===== config.mk =====
export PLATFORM = sky130hd
export DESIGN_NAME = fx_regbank_flat
export DESIGN_NICKNAME = d
export VERILOG_FILES = /design/src/rtl/fx_regbank_if.sv /design/src/rtl/fx_regbank.sv /design/src/flat_wrapper.sv
export SDC_FILE = /design/constraint.sdc
export NUM_CORES = 1
export LEC_CHECK = 0
export CAP_MARGIN = 15
export CORE_MARGIN = 2
export CORE_UTILIZATION = 47
export CTS_CLUSTER_DIAMETER = 100
export DETAILED_ROUTE_END_ITERATION = 12
export PLACE_DENSITY_LB_ADDON = 0.25
export SYNTH_ARGS = -nofsm -noshare
export SYNTH_HDL_FRONTEND = slang
export SYNTH_SLANG_ARGS = --single-unit

===== constraint.sdc =====
create_clock -name clk_sys -period 1.8 [get_ports clk_sys]
set_input_delay 0.36 -clock clk_sys [delete_from_list [all_inputs] [get_ports clk_sys]]
set_output_delay 0.36 -clock clk_sys [all_outputs]
set_load 0.05 [all_outputs]

===== src/rtl/fx_regbank_if.sv =====
// rtl/fx_regbank_if.sv - fx byte bus bundle between a bus master and fx_regbank
interface fx_regbank_if;
   logic        fx_wr;
   logic [21:0] fx_waddr;
   logic [7:0]  fx_data;
   logic        fx_rd;
   logic [21:0] fx_raddr;
   logic [7:0]  fx_q;

   modport master (
      output fx_wr, fx_waddr, fx_data, fx_rd, fx_raddr,
      input  fx_q
   );

   modport slave (
      input  fx_wr, fx_waddr, fx_data, fx_rd, fx_raddr,
      output fx_q
   );
endinterface


===== src/rtl/fx_regbank.sv =====
// rtl/fx_regbank.sv - fx bus register bank with atomic config commits, status snapshots and sticky events
module fx_regbank #(
   parameter int                            CFG_NUM  = 4,
   parameter int                            STA_NUM  = 4,
   parameter int                            RW_BYTES = 2,
   parameter logic [15:0]                   CFG_BASE = 16'h0020,
   parameter logic [15:0]                   STA_BASE = 16'h0030,
   parameter logic [15:0]                   EVT_ADDR = 16'h0050,
   parameter logic [CFG_NUM*8*RW_BYTES-1:0] CFG_INIT = '0,
   parameter logic [7:0]                    VERSION  = 8'h02
) (
   input  logic                            clk_sys,
   input  logic                            rst_n,
   input  logic [5:0]                      dev_id,
   fx_regbank_if.slave                     fx,
   output logic [CFG_NUM*8*RW_BYTES-1:0]   cfg_q,
   output logic [CFG_NUM-1:0]              cfg_upd,
   input  logic [STA_NUM*8*RW_BYTES-1:0]   sta_d,
   input  logic [7:0]                      evt_in,
   output logic                            irq
);

   localparam int W     = 8 * RW_BYTES;
   // With single-byte registers there is nothing to stage; keep one dummy byte so the vector is legal.
   localparam int STG_N = (RW_BYTES > 1) ? RW_BYTES - 1 : 1;

   localparam int CFG_LO = int'(CFG_BASE);
   localparam int CFG_HI = CFG_LO + CFG_NUM * RW_BYTES;
   localparam int STA_LO = int'(STA_BASE);
   localparam int STA_HI = STA_LO + STA_NUM * RW_BYTES;
   localparam int EVT_LO = int'(EVT_ADDR);
   localparam int EVT_HI = EVT_LO + 2;

   function automatic bit overlap(input int a0, input int a1, input int b0, input int b1);
      return (a0 < b1) && (b0 < a1);
   endfunction

   // Half-open byte ranges: ID/version [0,2), config, status, event flags + mask.
   localparam bit MAP_BAD =
      overlap(0, 2, CFG_LO, CFG_HI)      || overlap(0, 2, STA_LO, STA_HI) ||
      overlap(0, 2, EVT_LO, EVT_HI)      || overlap(CFG_LO, CFG_HI, STA_LO, STA_HI) ||
      overlap(CFG_LO, CFG_HI, EVT_LO, EVT_HI) || overlap(STA_LO, STA_HI, EVT_LO, EVT_HI) ||
      (CFG_HI > 65536) || (STA_HI > 65536) || (EVT_HI > 65536);

   generate
      if (MAP_BAD) begin : g_map_check
         $error("fx_regbank: register address ranges overlap or exceed the 16-bit offset space");
      end
   endgenerate

   logic [CFG_NUM*W-1:0] cfg_d;
   logic [CFG_NUM-1:0]   cfg_upd_q, cfg_upd_d;
   logic [STG_N*8-1:0]   stg_q, stg_d;
   logic [STA_NUM*W-1:0] snap_q, snap_d;
   logic [7:0]           sticky_q, sticky_d;
   logic [7:0]           mask_q, mask_d;
   logic                 irq_q, irq_d;
   logic [7:0]           fx_q_q, fx_q_d;

   logic        wr_en, rd_en;
   logic [15:0] w_off, r_off;
   logic [W-1:0] commit_val;
   logic [7:0]  evt_clr;

   assign wr_en = fx.fx_wr & (fx.fx_waddr[21:16] == dev_id);
   assign rd_en = fx.fx_rd & (fx.fx_raddr[21:16] == dev_id);
   assign w_off = fx.fx_waddr[15:0];
   assign r_off = fx.fx_raddr[15:0];

   assign fx.fx_q = fx_q_q;
   assign cfg_upd = cfg_upd_q;
   assign irq     = irq_q;

   // Value a top-byte write commits: the written byte over whatever currently sits in staging.
   always_comb begin
      commit_val = '0;
      for (int bb = 0; bb < RW_BYTES - 1; bb++) begin
         commit_val[bb*8 +: 8] = stg_q[bb*8 +: 8];
      end
      commit_val[W-8 +: 8] = fx.fx_data;
   end

   // Write side: config staging/commit, event clear and mask update.
   always_comb begin
      cfg_d     = cfg_q;
      cfg_upd_d = '0;
      stg_d     = stg_q;
      mask_d    = mask_q;
      evt_clr   = 8'h00;
      if (wr_en) begin
         for (int i = 0; i < CFG_NUM; i++) begin
            for (int b = 0; b < RW_BYTES; b++) begin
               if (w_off == 16'(CFG_LO + i * RW_BYTES + b)) begin
                  if (b == RW_BYTES - 1) begin
                     cfg_d[i*W +: W] = commit_val;
                     cfg_upd_d[i]    = 1'b1;
                  end else begin
                     stg_d[b*8 +: 8] = fx.fx_data;
                  end
               end
            end
         end
         if (w_off == 16'(EVT_LO))     evt_clr = fx.fx_data;
         if (w_off == 16'(EVT_LO + 1)) mask_d  = fx.fx_data;
      end
      // New events win over a clear in the same cycle.
      sticky_d = (sticky_q & ~evt_clr) | evt_in;
      irq_d    = |(sticky_d & mask_d);
   end

   // Read side: byte mux from pre-write state; status byte 0 refreshes the snapshot.
   always_comb begin
      fx_q_d = 8'h00;
      snap_d = snap_q;
      if (rd_en) begin
         if (r_off == 16'h0000) fx_q_d = {2'b00, dev_id};
         if (r_off == 16'h0001) fx_q_d = VERSION;
         for (int i = 0; i < CFG_NUM; i++) begin
            for (int b = 0; b < RW_BYTES; b++) begin
               if (r_off == 16'(CFG_LO + i * RW_BYTES + b)) fx_q_d = cfg_q[i*W + b*8 +: 8];
            end
         end
         for (int j = 0; j < STA_NUM; j++) begin
            for (int b = 0; b < RW_BYTES; b++) begin
               if (r_off == 16'(STA_LO + j * RW_BYTES + b)) begin
                  if (b == 0) begin
                     snap_d[j*W +: W] = sta_d[j*W +: W];
                     fx_q_d           = sta_d[j*W +: 8];
                  end else begin
                     fx_q_d = snap_q[j*W + b*8 +: 8];
                  end
               end
            end
         end
         if (r_off == 16'(EVT_LO))     fx_q_d = sticky_q;
         if (r_off == 16'(EVT_LO + 1)) fx_q_d = mask_q;
      end
   end

   // State registers.
   always_ff @(posedge clk_sys or negedge rst_n) begin
      if (!rst_n) begin
         cfg_q     <= CFG_INIT;
         cfg_upd_q <= '0;
         stg_q     <= '0;
         snap_q    <= '0;
         sticky_q  <= 8'h00;
         mask_q    <= 8'h00;
         irq_q     <= 1'b0;
         fx_q_q    <= 8'h00;
      end else begin
         cfg_q     <= cfg_d;
         cfg_upd_q <= cfg_upd_d;
         stg_q     <= stg_d;
         snap_q    <= snap_d;
         sticky_q  <= sticky_d;
         mask_q    <= mask_d;
         irq_q     <= irq_d;
         fx_q_q    <= fx_q_d;
      end
   end

endmodule


===== src/flat_wrapper.sv =====
// flat-port wrapper written by rule: the top's interface ports become plain ports
module fx_regbank_flat 
#(
   parameter int                            CFG_NUM  = 4,
   parameter int                            STA_NUM  = 4,
   parameter int                            RW_BYTES = 2,
   parameter logic [15:0]                   CFG_BASE = 16'h0020,
   parameter logic [15:0]                   STA_BASE = 16'h0030,
   parameter logic [15:0]                   EVT_ADDR = 16'h0050,
   parameter logic [CFG_NUM*8*RW_BYTES-1:0] CFG_INIT = '0,
   parameter logic [7:0]                    VERSION  = 8'h02
)
  (clk_sys, rst_n, dev_id, cfg_q, cfg_upd, sta_d, evt_in, irq, fx_fx_wr, fx_fx_waddr, fx_fx_data, fx_fx_rd, fx_fx_raddr, fx_fx_q);
  fx_regbank_if fx_i ();
  input  logic clk_sys;
  input  logic rst_n;
  input  logic [5:0] dev_id;
  output logic [CFG_NUM*8*RW_BYTES-1:0] cfg_q;
  output logic [CFG_NUM-1:0] cfg_upd;
  input  logic [STA_NUM*8*RW_BYTES-1:0] sta_d;
  input  logic [7:0] evt_in;
  output logic irq;
  input wire logic [$bits(fx_i.fx_wr)-1:0] fx_fx_wr;
  input wire logic [$bits(fx_i.fx_waddr)-1:0] fx_fx_waddr;
  input wire logic [$bits(fx_i.fx_data)-1:0] fx_fx_data;
  input wire logic [$bits(fx_i.fx_rd)-1:0] fx_fx_rd;
  input wire logic [$bits(fx_i.fx_raddr)-1:0] fx_fx_raddr;
  output wire logic [$bits(fx_i.fx_q)-1:0] fx_fx_q;
  assign fx_i.fx_wr = fx_fx_wr;
  assign fx_i.fx_waddr = fx_fx_waddr;
  assign fx_i.fx_data = fx_fx_data;
  assign fx_i.fx_rd = fx_fx_rd;
  assign fx_i.fx_raddr = fx_fx_raddr;
  assign fx_fx_q = fx_i.fx_q;
  fx_regbank #(.CFG_NUM(CFG_NUM), .STA_NUM(STA_NUM), .RW_BYTES(RW_BYTES), .CFG_BASE(CFG_BASE), .STA_BASE(STA_BASE), .EVT_ADDR(EVT_ADDR), .CFG_INIT(CFG_INIT), .VERSION(VERSION)) u_core (.clk_sys(clk_sys), .rst_n(rst_n), .dev_id(dev_id), .fx(fx_i), .cfg_q(cfg_q), .cfg_upd(cfg_upd), .sta_d(sta_d), .evt_in(evt_in), .irq(irq));
endmodule

==> impl_results.md, run 1 <==
* Sw Share at 26.2%
* CTS buffer count at 17
* Skew-Pair Late Insertion Delay at 0.43 ns
* Final setup viols at 81
* Vias per cell at 6.18
* Total core area at 14400 um^2
* Row cnt at 44
* Post-layout util at 80.6%
* Routed wire length at 28.9 mm
* CTS max path bufs at 2
* Fraction of layout cells with a size suffix above 1 at 52.7%
* Drt first pass iters at 9
* Drt wl/cell at 25.1 um
* Status: finished with violations
* Multi-input gate area at 4180 um^2
* VDD IR max at 0.000647 V
* Endpoints failing hold at 0
* Pint at 0.00522 W
* Yosys warns at 0
* Crit end category: flop
* Inst Count DP at 1088
* FF+latch area at 3330 um^2
* Worst path required time at 2.14 ns
* Clock transition at path regs at 0.06 ns
* Vias in the first global route at 7259
* Switching power at 0.00186 W
* H-tree levels at 4
* Synth-to-layout area growth at 69.5%
* Slew @ Worst Pin at 0.447 ns
* Register area share after synthesis at 48.7%
* Avg Cell Area, Syn at 11.5 um^2
* # DRC at 0
* Arrival @ worst endpoint at 2.61 ns
* Syn Inst Count at 595
* Slew Viols, Final at 0
* EDFF count, synth at 0
* PwrDens at 611 nW/um^2
* Post-synthesis register bit count at 133
* Mapped cell area at 6840 um^2
* Gpl congestion at 0.957
* Die ar. at 15500 um^2
* R2R Setup Slk at -0.02 ns
* Nets@finish at 1090
* Max transition margin at 70.2%
* Achievable Freq at 442 MHz
* Final ANT Viol Nets at 0
* Part of the power in combinational logic at 11.6%
* CP Launch Type: input pin
* CTS Sinks at 133
* CTS tree: yes
* Distinct cell type count after synthesis at 63
* Post-route clock period utilization at 126%
* Initial antenna violation count at 0
* Largest net degree at the start of global routing at 55
* Layout Skew at 0.0128 ns
* DRT iter0 DRCs at 620
* Initial Utilization at 47.6%
* Diode count at 0
* # IOs at 211
* Setup TNS Final at -10.99 ns
* Max-cap violations at 0
* Clock share of power at 46.1%
* Layout Cells excl Fill at 1153
* Worst Path Max Fanout at 6
* RSZ-0062 raised after global routing: true
* Post-Syn Nets at 729
* HP Class: in -> reg
* WS Path Type: in -> reg
* Min cycle time layout at 2.26 ns
* Die X at 125 um
* Root buffer cell: clkbuf_16
* Pre-CTS WS at -1.24 ns
* # fillers at 831
* GRT Total Usage at 35.6%
* Setup WS post-layout at -0.462 ns
* Die Y at 125 um
* Sequential power share at 42.2%
* Total global routing overflow at 0
* First-pass GRT wire length at 42.2 mm
* Detail Placement HPWL at 20.0 mm
* Main synth FF type: dfrtp_1
* Vias at 7124
* Port Buf Inserts at 210
* Ys async rst share at 100%
* Violated checks: setup timing
* Static Leak at 5.42 nW
[per-stage QoR]
step / instance area, um^2 / total power [W] / hold WS (ns)
after floorplan: 7260 / 0.00322 / 0.0644
after global placement: 10300 / 0.00379 / 0.220
after detailed placement: 10300 / 0.00380 / 0.220
after CTS: 11300 / 0.00704 / 0.328
after global routing: 11600 / 0.00725 / 0.289
final: 11600 / 0.00708 / 0.275
[power groups by stage]
stage          Clock, W  Combinational (W)  Sequential (W)
6_report        0.00327           0.000825         0.00299
5_1_grt         0.00339           0.000866         0.00299
4_1_cts         0.00326           0.000785         0.00299
3_5_place_dp          0           0.000757         0.00304
3_3_place_gp          0           0.000746         0.00304
2_1_floorplan         0           0.000170         0.00305
[area by class of cell]
type / instances / area share [%]
clock inverter: 14 / 1.00
multi-input combinational: 430 / 36.1
timing repair buffer: 368 / 28.3
sequential: 133 / 28.7
inverter: 6 / 0.194
clock buffer: 18 / 3.70
tap: 184 / 1.99
[flip-flops by register name, summed over array words and instances (netlist names)]
signal / flops
u_core.stg_q: 8
u_core.fx.fx_q: 8
u_core.cfg_q: 64
u_core.sticky_q: 8
u_core.cfg_upd: 4
u_core.snap_q: 32
u_core.mask_q: 8
u_core.irq: 1
[worst max-delay path: stages]
cell,delay (ns)
buf_6,0.09
or4_4,0.57
or4_4,0.57
buf_8,0.16
nor2_4,0.17
buf_4,0.14
o2bb2ai_2,0.10
a21oi_2,0.07
a22o_1,0.23
a31oi_1,0.14
[synthesized netlist by cell type, types with 3 or more instances]
| cell | number | area, um^2 |
|---|---|---|
| nand4_1 | 7 | 43.8 |
| o2bb2ai_1 | 4 | 35.0 |
| mux2_2 | 121 | 1360 |
| nor2b_1 | 8 | 50.1 |
| nor3_2 | 3 | 30.0 |
| nor3b_1 | 3 | 22.5 |
| a22o_1 | 4 | 35.0 |
| o22ai_1 | 11 | 68.8 |
| and2_1 | 4 | 25.0 |
| o22a_1 | 7 | 61.3 |
| a21oi_1 | 18 | 90.1 |
| or4_1 | 4 | 30.0 |
| nand2_1 | 27 | 101 |
| a31oi_1 | 5 | 31.3 |
| buf_2 | 3 | 15.0 |
| a32oi_1 | 5 | 43.8 |
| and3_1 | 5 | 31.3 |
| inv_1 | 6 | 22.5 |
| a221oi_1 | 4 | 35.0 |
| a211o_1 | 3 | 26.3 |
| nor3_1 | 13 | 65.1 |
| nor4_1 | 9 | 56.3 |
| or3_1 | 4 | 25.0 |
| o32ai_1 | 4 | 35.0 |
| mux2i_1 | 7 | 70.1 |
| clkbuf_1 | 19 | 71.3 |
| or2_2 | 4 | 25.0 |
| nor2_1 | 39 | 146 |
| buf_1 | 3 | 11.3 |
| o221ai_1 | 7 | 61.3 |
| xnor2_1 | 11 | 96.3 |
| nand2b_1 | 9 | 56.3 |
| nand3_1 | 11 | 55.1 |
| o21ai_0 | 24 | 120 |
| dfrtp_1 | 133 | 3330 |
| a22oi_1 | 8 | 60.1 |
[routing by layer]
metal  wire length, um  up-vias  track usage, %
met2             14100      474            58.6
li1                  -     2996               -
met4              1090        0            14.8
met5                 0        -               0
met1             11400     3572            46.8
met3              2330       82            6.10
[what timing repair did]
| action | 4_1_cts | 5_1_grt |
|---|---|---|
| cloned | 3 | 3 |
| resized for setup | 207 | 69 |
| buffers inserted | 22 | 8 |
| endpoints found under the setup margin | 120 | 112 |
| pin swaps | 49 | 38 |
| hold buffers | 1 | 0 |
| hold endpoints to repair | 6 | 0 |
[cells in the final DEF, fill, tap and decap left out, types with 13 or more instances in the layout]
| cell | count |
|---|---|
| buf_6 | 25 |
| dlygate4sd2_1 | 15 |
| clkbuf_16 | 20 |
| dfrtp_1 | 133 |
| mux2_2 | 49 |
| buf_4 | 200 |
| o21ai_0 | 19 |
| nor2_1 | 27 |
| buf_12 | 13 |
| mux2_4 | 72 |
| nand2_1 | 21 |
| buf_2 | 19 |
| clkdlybuf4s50_1 | 80 |
| a21oi_1 | 15 |
[worst paths after layout]
path                                endpoint               from  depth (start not counted)
setup / recovery           u_core.fx.fx_q[2]    fx_fx_raddr[13]                         10
hold / removal             u_core.cfg_upd[1]     fx_fx_waddr[2]                          3
setup reg to reg           u_core.fx.fx_q[7]  u_core.snap_q[47]                          6
hold reg to reg            u_core.snap_q[40]  u_core.snap_q[40]                          1
max in group asynchronous  u_core.fx.fx_q[7]              rst_n                          3
min in group asynchronous  u_core.snap_q[11]              rst_n                          2
[cells by family after synthesis]
family	count (synthesis)	synth area share, %
mux	130	21.6
flops	133	48.7
simple gates	163	13.0
xor+xnor	12	1.54
buf+inv	32	1.92
compound gates	125	13.3
Power figures use the tool's default switching activity.
==> run 2, diff against run 1 <==
--- a/config.mk
+++ b/config.mk
@@ -8,9 +8,9 @@
 export CAP_MARGIN = 15
 export CORE_MARGIN = 2
 export CORE_UTILIZATION = 47
-export CTS_CLUSTER_DIAMETER = 100
+export CTS_CLUSTER_DIAMETER = 50
 export DETAILED_ROUTE_END_ITERATION = 12
-export PLACE_DENSITY_LB_ADDON = 0.25
+export PLACE_DENSITY = 0.83
 export SYNTH_ARGS = -nofsm -noshare
 export SYNTH_HDL_FRONTEND = slang
 export SYNTH_SLANG_ARGS = --single-unit
==> impl_results.md, run 2 (synthesis gave the netlist of run 1 again) <==
* Max-cap violations at 0 (unchanged)
* VDD IR max at 0.000692 V (+7.0%)
* Gpl congestion at 0.958 (+0.14%)
* Routed wire length at 31.1 mm (+7.8%)
* WL met1 at 11.8 mm (+3.7%)
* Uppermost layer routed: met4
* First-pass GRT wire length at 45.0 mm (+6.6%)
* Total global routing overflow at 0 (unchanged)
* Pint at 0.00539 W (+3.2%)
* Final ANT Viol Nets at 0 (unchanged)
* Root buffer cell: clkbuf_16
* Sw Share at 25.7% (-0.47 points)
* CP Launch Type: input pin
* Sequential power share at 41.2% (-1.0 points)
* Die Y at 125 um (unchanged)
* Largest net degree at the start of global routing at 53 (-3.6%)
* H-tree levels at 4 (unchanged)
* Vias at 7299 (+2.5%)
* Arrival @ worst endpoint at 2.60 ns (about the same)
* Layout Skew at 0.0140 ns (+0.00116 ns)
* Worst path required time at 2.09 ns (-0.05 ns)
* Die ar. at 15500 um^2 (unchanged)
* Clock share of power at 46.6% (+0.5 points)
* Leading cell types in the layout, fill and taps excluded: buf_4, dfrtp_1, mux2_4, clkdlybuf4s50_1, mux2_2
* Violated checks: setup timing
* Port Buf Inserts at 210 (unchanged)
* CTS Sinks at 133 (unchanged)
* Skew-Pair Late Insertion Delay at 0.43 ns (about the same)
* Slew Viols, Final at 0 (unchanged)
* Most flop-heavy register: u_core.cfg_q
* Largest registers: u_core.cfg_q (64), u_core.snap_q (32)
* Detail Placement HPWL at 20.9 mm (+4.7%)
* Initial antenna violation count at 0 (unchanged)
* Endpoints failing hold at 0 (unchanged)
* Achievable Freq at 433 MHz (-2.1%)
* CTS buffer count at 17 (unchanged)
* Post-route clock period utilization at 128% (+2.7 points)
* Switching power at 0.00187 W (+0.75%)
* Vias per cell at 6.20 (+0.28%)
* Met3 WL at 2.44 mm (+4.8%)
* Total core area at 14400 um^2 (unchanged)
* Synth-to-layout area growth at 75.2%
* CTS max path bufs at 2 (unchanged)
* # DRC at 0 (unchanged)
* GRT Total Usage at 38.1% (+2.5 points)
* Fraction of layout cells with a size suffix above 1 at 54.7% (+2.0 points)
* Clock transition at path regs at 0.06 ns (about the same)
* Worst Path Max Fanout at 5 (-1)
* Row cnt at 44 (unchanged)
* Diode count at 0 (unchanged)
* Initial Utilization at 47.6% (unchanged)
* HP Class: in -> async
* Vias in the first global route at 7662 (+5.6%)
* Most common cell after layout, fill and taps aside: buf_4
* Slew @ Worst Pin at 0.518 ns (+0.0713 ns)
* Setup TNS Final at -20.56 ns (-9.57 ns)
* Max reg flops at 64 (unchanged)
* Static Leak at 5.61 nW (+3.7%)
* CTS tree: yes
* # IOs at 211 (unchanged)
* Setup WS post-layout at -0.511 ns (-0.0484 ns)
* Hold Slack at 0.420 ns (+0.145 ns)
* RSZ-0062 raised after global routing: true
* Final setup viols at 113 (+40%)
* Crit end category: flop
* Die X at 125 um (unchanged)
* Part of the power in combinational logic at 12.2% (+0.6 points)
* Drt first pass iters at 5 (-4)
* Max transition margin at 65.3% (-4.9 points)
* Met2 wire length at 15.4 mm (+9.6%)
* PwrDens at 606 nW/um^2 (-0.80%)
* Drt wl/cell at 26.4 um (+5.5%)
* Status: finished with violations
* DRT iter0 DRCs at 778 (+25%)
* Nets@finish at 1115 (+2.3%)
* Min cycle time layout at 2.31 ns (+0.0484 ns)
* WS Path Type: in -> reg
run 2: changes by cell type in the layout (fill, tap and decap cells not counted), sizes merged:
cell           change
clkinvlp           -1
clkdlybuf4s15      +2
dlygate4sd2        -4
buf               +27
dlymetal6s2s       +2
bufinv             +1
inv                -2
run 2: path summary, 6_finish.rpt:
kind,start,endpoint,slack [ns],cells past startpoint
min reg2reg,u_core.snap_q[59],u_core.snap_q[59],0.52,1
max,fx_fx_raddr[14],u_core.fx.fx_q[0],-0.51,7
min in group clk_sys,fx_fx_waddr[2],u_core.cfg_upd[1],0.45,3
max reg2reg,u_core.cfg_q[28],u_core.fx.fx_q[4],-0.06,7
min,rst_n,u_core.sticky_q[1],0.42,2
max in group asynchronous,rst_n,u_core.snap_q[29],0.76,3
run 2: through the flow:
step	setup WS (ns)	util [%]	instance area, um^2	power (W)	cells
6_report	-0.511	83.4	12000	0.00726	1178
5_1_grt	-0.521	83.4	12000	0.00745	1178
4_1_cts	-0.499	80.8	11600	0.00716	1172
3_5_place_dp	-1.32	72.7	10400	0.00382	1108
3_3_place_gp	-1.20	72.7	10400	0.00380	1108
2_1_floorplan	-0.782	-	7260	0.00322	595
run 2: cell type report:
type | count | area (um^2)
repair buffers | 393 | 3550
multi-input cells | 430 | 4290
flip-flops and latches | 133 | 3330
fillers | 761 | 2390
inverters | 6 | 22.5
well taps | 184 | 230
clock buffers | 20 | 437
clock inverters | 12 | 120
run 2: per-layer routing:
layer / GRT usage [%] / vias to the layer above
met5: 0 / -
met4: 14.6 / 0
met3: 7.69 / 115
met2: 65.0 / 472
met1: 47.8 / 3660
li1: - / 3052
run 2: repair_timing:
action | in CTS | in global routing
setup buffers | 28 | 11
resized for setup | 236 | 86
hold buffers | 1 | 0
pin swaps | 61 | 44
hold endpoints to repair | 16 | 0
endpoints found under the setup margin | 119 | 113
cloned | 4 | 3
run 2: worst max-delay path, stage by stage:
cell	delay (ns)
buf_6	0.09
or4_4	0.57
or4_4	0.60
o311a_1	0.33
a221oi_2	0.37
o22a_1	0.20
o32ai_2	0.08
run 2: power by group through the flow:
| stage | clock, W | sequential [W] | combinational (W) |
|---|---|---|---|
| 2_1_floorplan | 0 | 0.00305 | 0.000170 |
| 3_3_place_gp | 0 | 0.00304 | 0.000758 |
| 3_5_place_dp | 0 | 0.00304 | 0.000774 |
| 4_1_cts | 0.00335 | 0.00299 | 0.000823 |
| 5_1_grt | 0.00353 | 0.00299 | 0.000926 |
| 6_report | 0.00339 | 0.00299 | 0.000887 |
==> run 3, diff against run 2 <==
==> constraint.sdc (replaced) <==
create_clock -name clk_sys -period 2.4 [get_ports clk_sys]
set_input_delay 0.48 -clock clk_sys [delete_from_list [all_inputs] [get_ports clk_sys]]
set_output_delay 0.48 -clock clk_sys [all_outputs]
set_load 0.05 [all_outputs]
==> impl_results.md, run 3 (synthesis gave the netlist of run 1 again) <==
* Status: finished with violations
* Violated checks: setup timing
* Total core area at 14400 um^2 (unchanged)
* Max transition margin at 62.8% (-2.5 points)
* Initial Utilization at 47.6% (unchanged)
* Arrival @ worst endpoint at 2.75 ns (+0.15 ns)
* Drt wl/cell at 24.2 um (-8.6%)
* Row cnt at 44 (unchanged)
* DRT iter0 DRCs at 563 (-28%)
* Most common cell after layout, fill and taps aside: clkdlybuf4s50_1
* CTS Sinks at 133 (unchanged)
* Port Buf Inserts at 210 (unchanged)
* RSZ-0062 raised after global routing: true
* CTS buffer count at 17 (unchanged)
* Max incr delay on CP at 0.61 ns (about the same)
* Initial antenna violation count at 0 (unchanged)
* First-pass GRT wire length at 41.6 mm (-7.6%)
* CTS max path bufs at 2 (unchanged)
* # DRC at 0 (unchanged)
* Post-Layout Inst Area at 11000 um^2 (-8.3%)
* Vias per cell at 5.93 (-4.3%)
* WS Path Type: in -> reg
* CP Launch Type: input pin
* Met1 GRT Util at 46.7% (-1.1 points)
* Drt first pass iters at 5 (unchanged)
* Met2 Resource Use GR at 58.8% (-6.2 points)
* Pint at 0.00404 W (-25%)
* FF+latch area at 3330 um^2 (unchanged)
* Nets@finish at 1070 (-4.0%)
* # IOs at 211 (unchanged)
* Die ar. at 15500 um^2 (unchanged)
* Sequential power share at 40.9% (-0.3 points)
* Die Y at 125 um (unchanged)
* Slew @ Worst Pin at 0.556 ns (+0.0379 ns)
* Gr busiest metal: met2
* Vias in the first global route at 7070 (-7.7%)
* Worst-path cell chain: buf_6, or4_4, or4_4, o21ai_0, nor4_2, o32a_1, o32ai_1
* Gpl congestion at 0.964 (+0.56%)
* Final setup viols at 2 (-98%)
* Routed wire length at 27.4 mm (-12%)
* CTS tree: yes
* Diode count at 0 (unchanged)
* GRT Total Usage at 35.4% (-2.7 points)
* Grt met3 use at 7.13% (-0.56 points)
* Vias at 6716 (-8.0%)
* H-tree levels at 4 (unchanged)
* Synth-to-layout area growth at 60.8%
* Max-cap violations at 0 (unchanged)
* Clock transition at path regs at 0.07 ns (about the same)
* Largest registers: u_core.cfg_q (64), u_core.snap_q (32)
* Switching power at 0.00143 W (-23%)
* Post-layout util at 76.5% (-6.9 points)
* PwrDens at 498 nW/um^2 (-18%)
* Largest net degree at the start of global routing at 45 (-15%)
* Multi-input gate area at 3640 um^2 (-15%)
* VDD IR max at 0.000490 V (-29%)
* Skew-Pair Late Insertion Delay at 0.43 ns (about the same)
* Final ANT Viol Nets at 0 (unchanged)
* Total global routing overflow at 0 (unchanged)
* Part of the power in combinational logic at 10.5% (-1.7 points)
* Setup WS post-layout at -0.0194 ns (+0.491 ns)
* Pre-CTS WS at -0.879 ns (+0.443 ns)
* Fraction of layout cells with a size suffix above 1 at 39.2% (-16 points)
* Min cycle time layout at 2.42 ns
* Slowest CP cell: or4_4
* # fillers at 920 (+21%)
* Die X at 125 um (unchanged)
* Hold buffers post-CTS at 0 (-1)
* Root buffer cell: clkbuf_16
* Worst Path Max Fanout at 7 (+2)
* Sw Share at 26.2% (+0.45 points)
* HP Class: in -> async
* Slew Viols, Final at 0 (unchanged)
* CP dominant cell by count: or4_4
* Worst path required time at 2.73 ns (+0.64 ns)
* Static Leak at 4.98 nW (-11%)
* Crit end category: flop
* Achievable Freq at 413 MHz
* Hold Slack at 0.0190 ns (-0.401 ns)
* Detail Placement HPWL at 20.9 mm (about the same)
* Leading cell types in the layout, fill and taps excluded: clkdlybuf4s50_1, dfrtp_1, buf_4, mux2_2, nor2_1
* Setup TNS Final at -0.0356 ns (+20.52 ns)
* Placed instance area at 10100 um^2 (-3.5%)
* Clock share of power at 48.5% (+1.9 points)
* Most flop-heavy register: u_core.cfg_q
* Max reg flops at 64 (unchanged)
* Layout Skew at 0.00795 ns (-0.00601 ns)
* Post-route clock period utilization at 101%
* Endpoints failing hold at 0 (unchanged)
[run 3: changes by cell type in the layout (fill, tap and decap cells not counted), sizes merged]
cell / before / now
buf: 287 / 147
inv: 11 / 16
clkinv: 4 / 3
clkinvlp: 2 / 1
dlygate4sd3: 1 / 0
clkdlybuf4s15: 6 / 5
dlymetal6s2s: 2 / 7
clkbuf: 26 / 31
dlygate4sd2: 11 / 9
clkdlybuf4s50: 80 / 166
[run 3: metal layers]
layer / up-vias / wire [um]
li1: 2959 / -
met1: 3377 / 11400
met2: 334 / 13400
met3: 46 / 1930
met4: 0 / 666
met5: - / 0
[run 3: final timing paths]
check / from / endpoint / slack (ns) / cells after the start
worst min-delay path: rst_n / u_core.cfg_upd[0] / 0.02 / 1
worst max register to register: u_core.cfg_q[9] / u_core.fx.fx_q[1] / 0.51 / 7
max in group asynchronous: rst_n / u_core.fx.fx_q[4] / 1.75 / 2
worst max-delay path: fx_fx_raddr[12] / u_core.fx.fx_q[3] / -0.02 / 7
min in group clk_sys: fx_fx_waddr[2] / u_core.cfg_upd[1] / 0.41 / 3
worst min register to register: u_core.snap_q[46] / u_core.snap_q[46] / 0.51 / 1
[run 3: cell type report]
| class | instances | area share (%) |
|---|---|---|
| clock buffers | 17 | 3.87 |
| clock inverters | 15 | 1.61 |
| inverters | 6 | 0.205 |
| multi-input cells | 430 | 33.2 |
| flip-flops and latches | 133 | 30.3 |
| well taps | 184 | 2.09 |
| repair buffers | 348 | 28.8 |
[run 3: per-stage QoR]
step | total power, W | cells
global placement | 0.00283 | 1081
CTS | 0.00548 | 1127
global route | 0.00563 | 1133
finish | 0.00548 | 1133
detailed placement | 0.00284 | 1081
floorplan | 0.00240 | 595
[run 3: worst max-delay path, delay by kind of cell]
family,cells,cell delay (ns)
compound gates,3,0.86
buf+inv,1,0.09
simple gates,3,1.30
[run 3: power by group through the flow]
| stage | clock [W] | sequential (W) | combinational [W] |
|---|---|---|---|
| floorplan | 0 | 0.00228 | 0.000120 |
| global placement | 0 | 0.00228 | 0.000545 |
| detailed placement | 0 | 0.00228 | 0.000553 |
| CTS | 0.00268 | 0.00224 | 0.000562 |
| global route | 0.00278 | 0.00224 | 0.000609 |
| finish | 0.00266 | 0.00224 | 0.000576 |
[run 3: timing repair]
action,4_1_cts,5_1_grt
resized for setup,80,61
endpoints found under the setup margin,10,29
endpoints found under the hold margin,0,0
pin swaps,27,33
buffers inserted,14,6
gates cloned,0,0
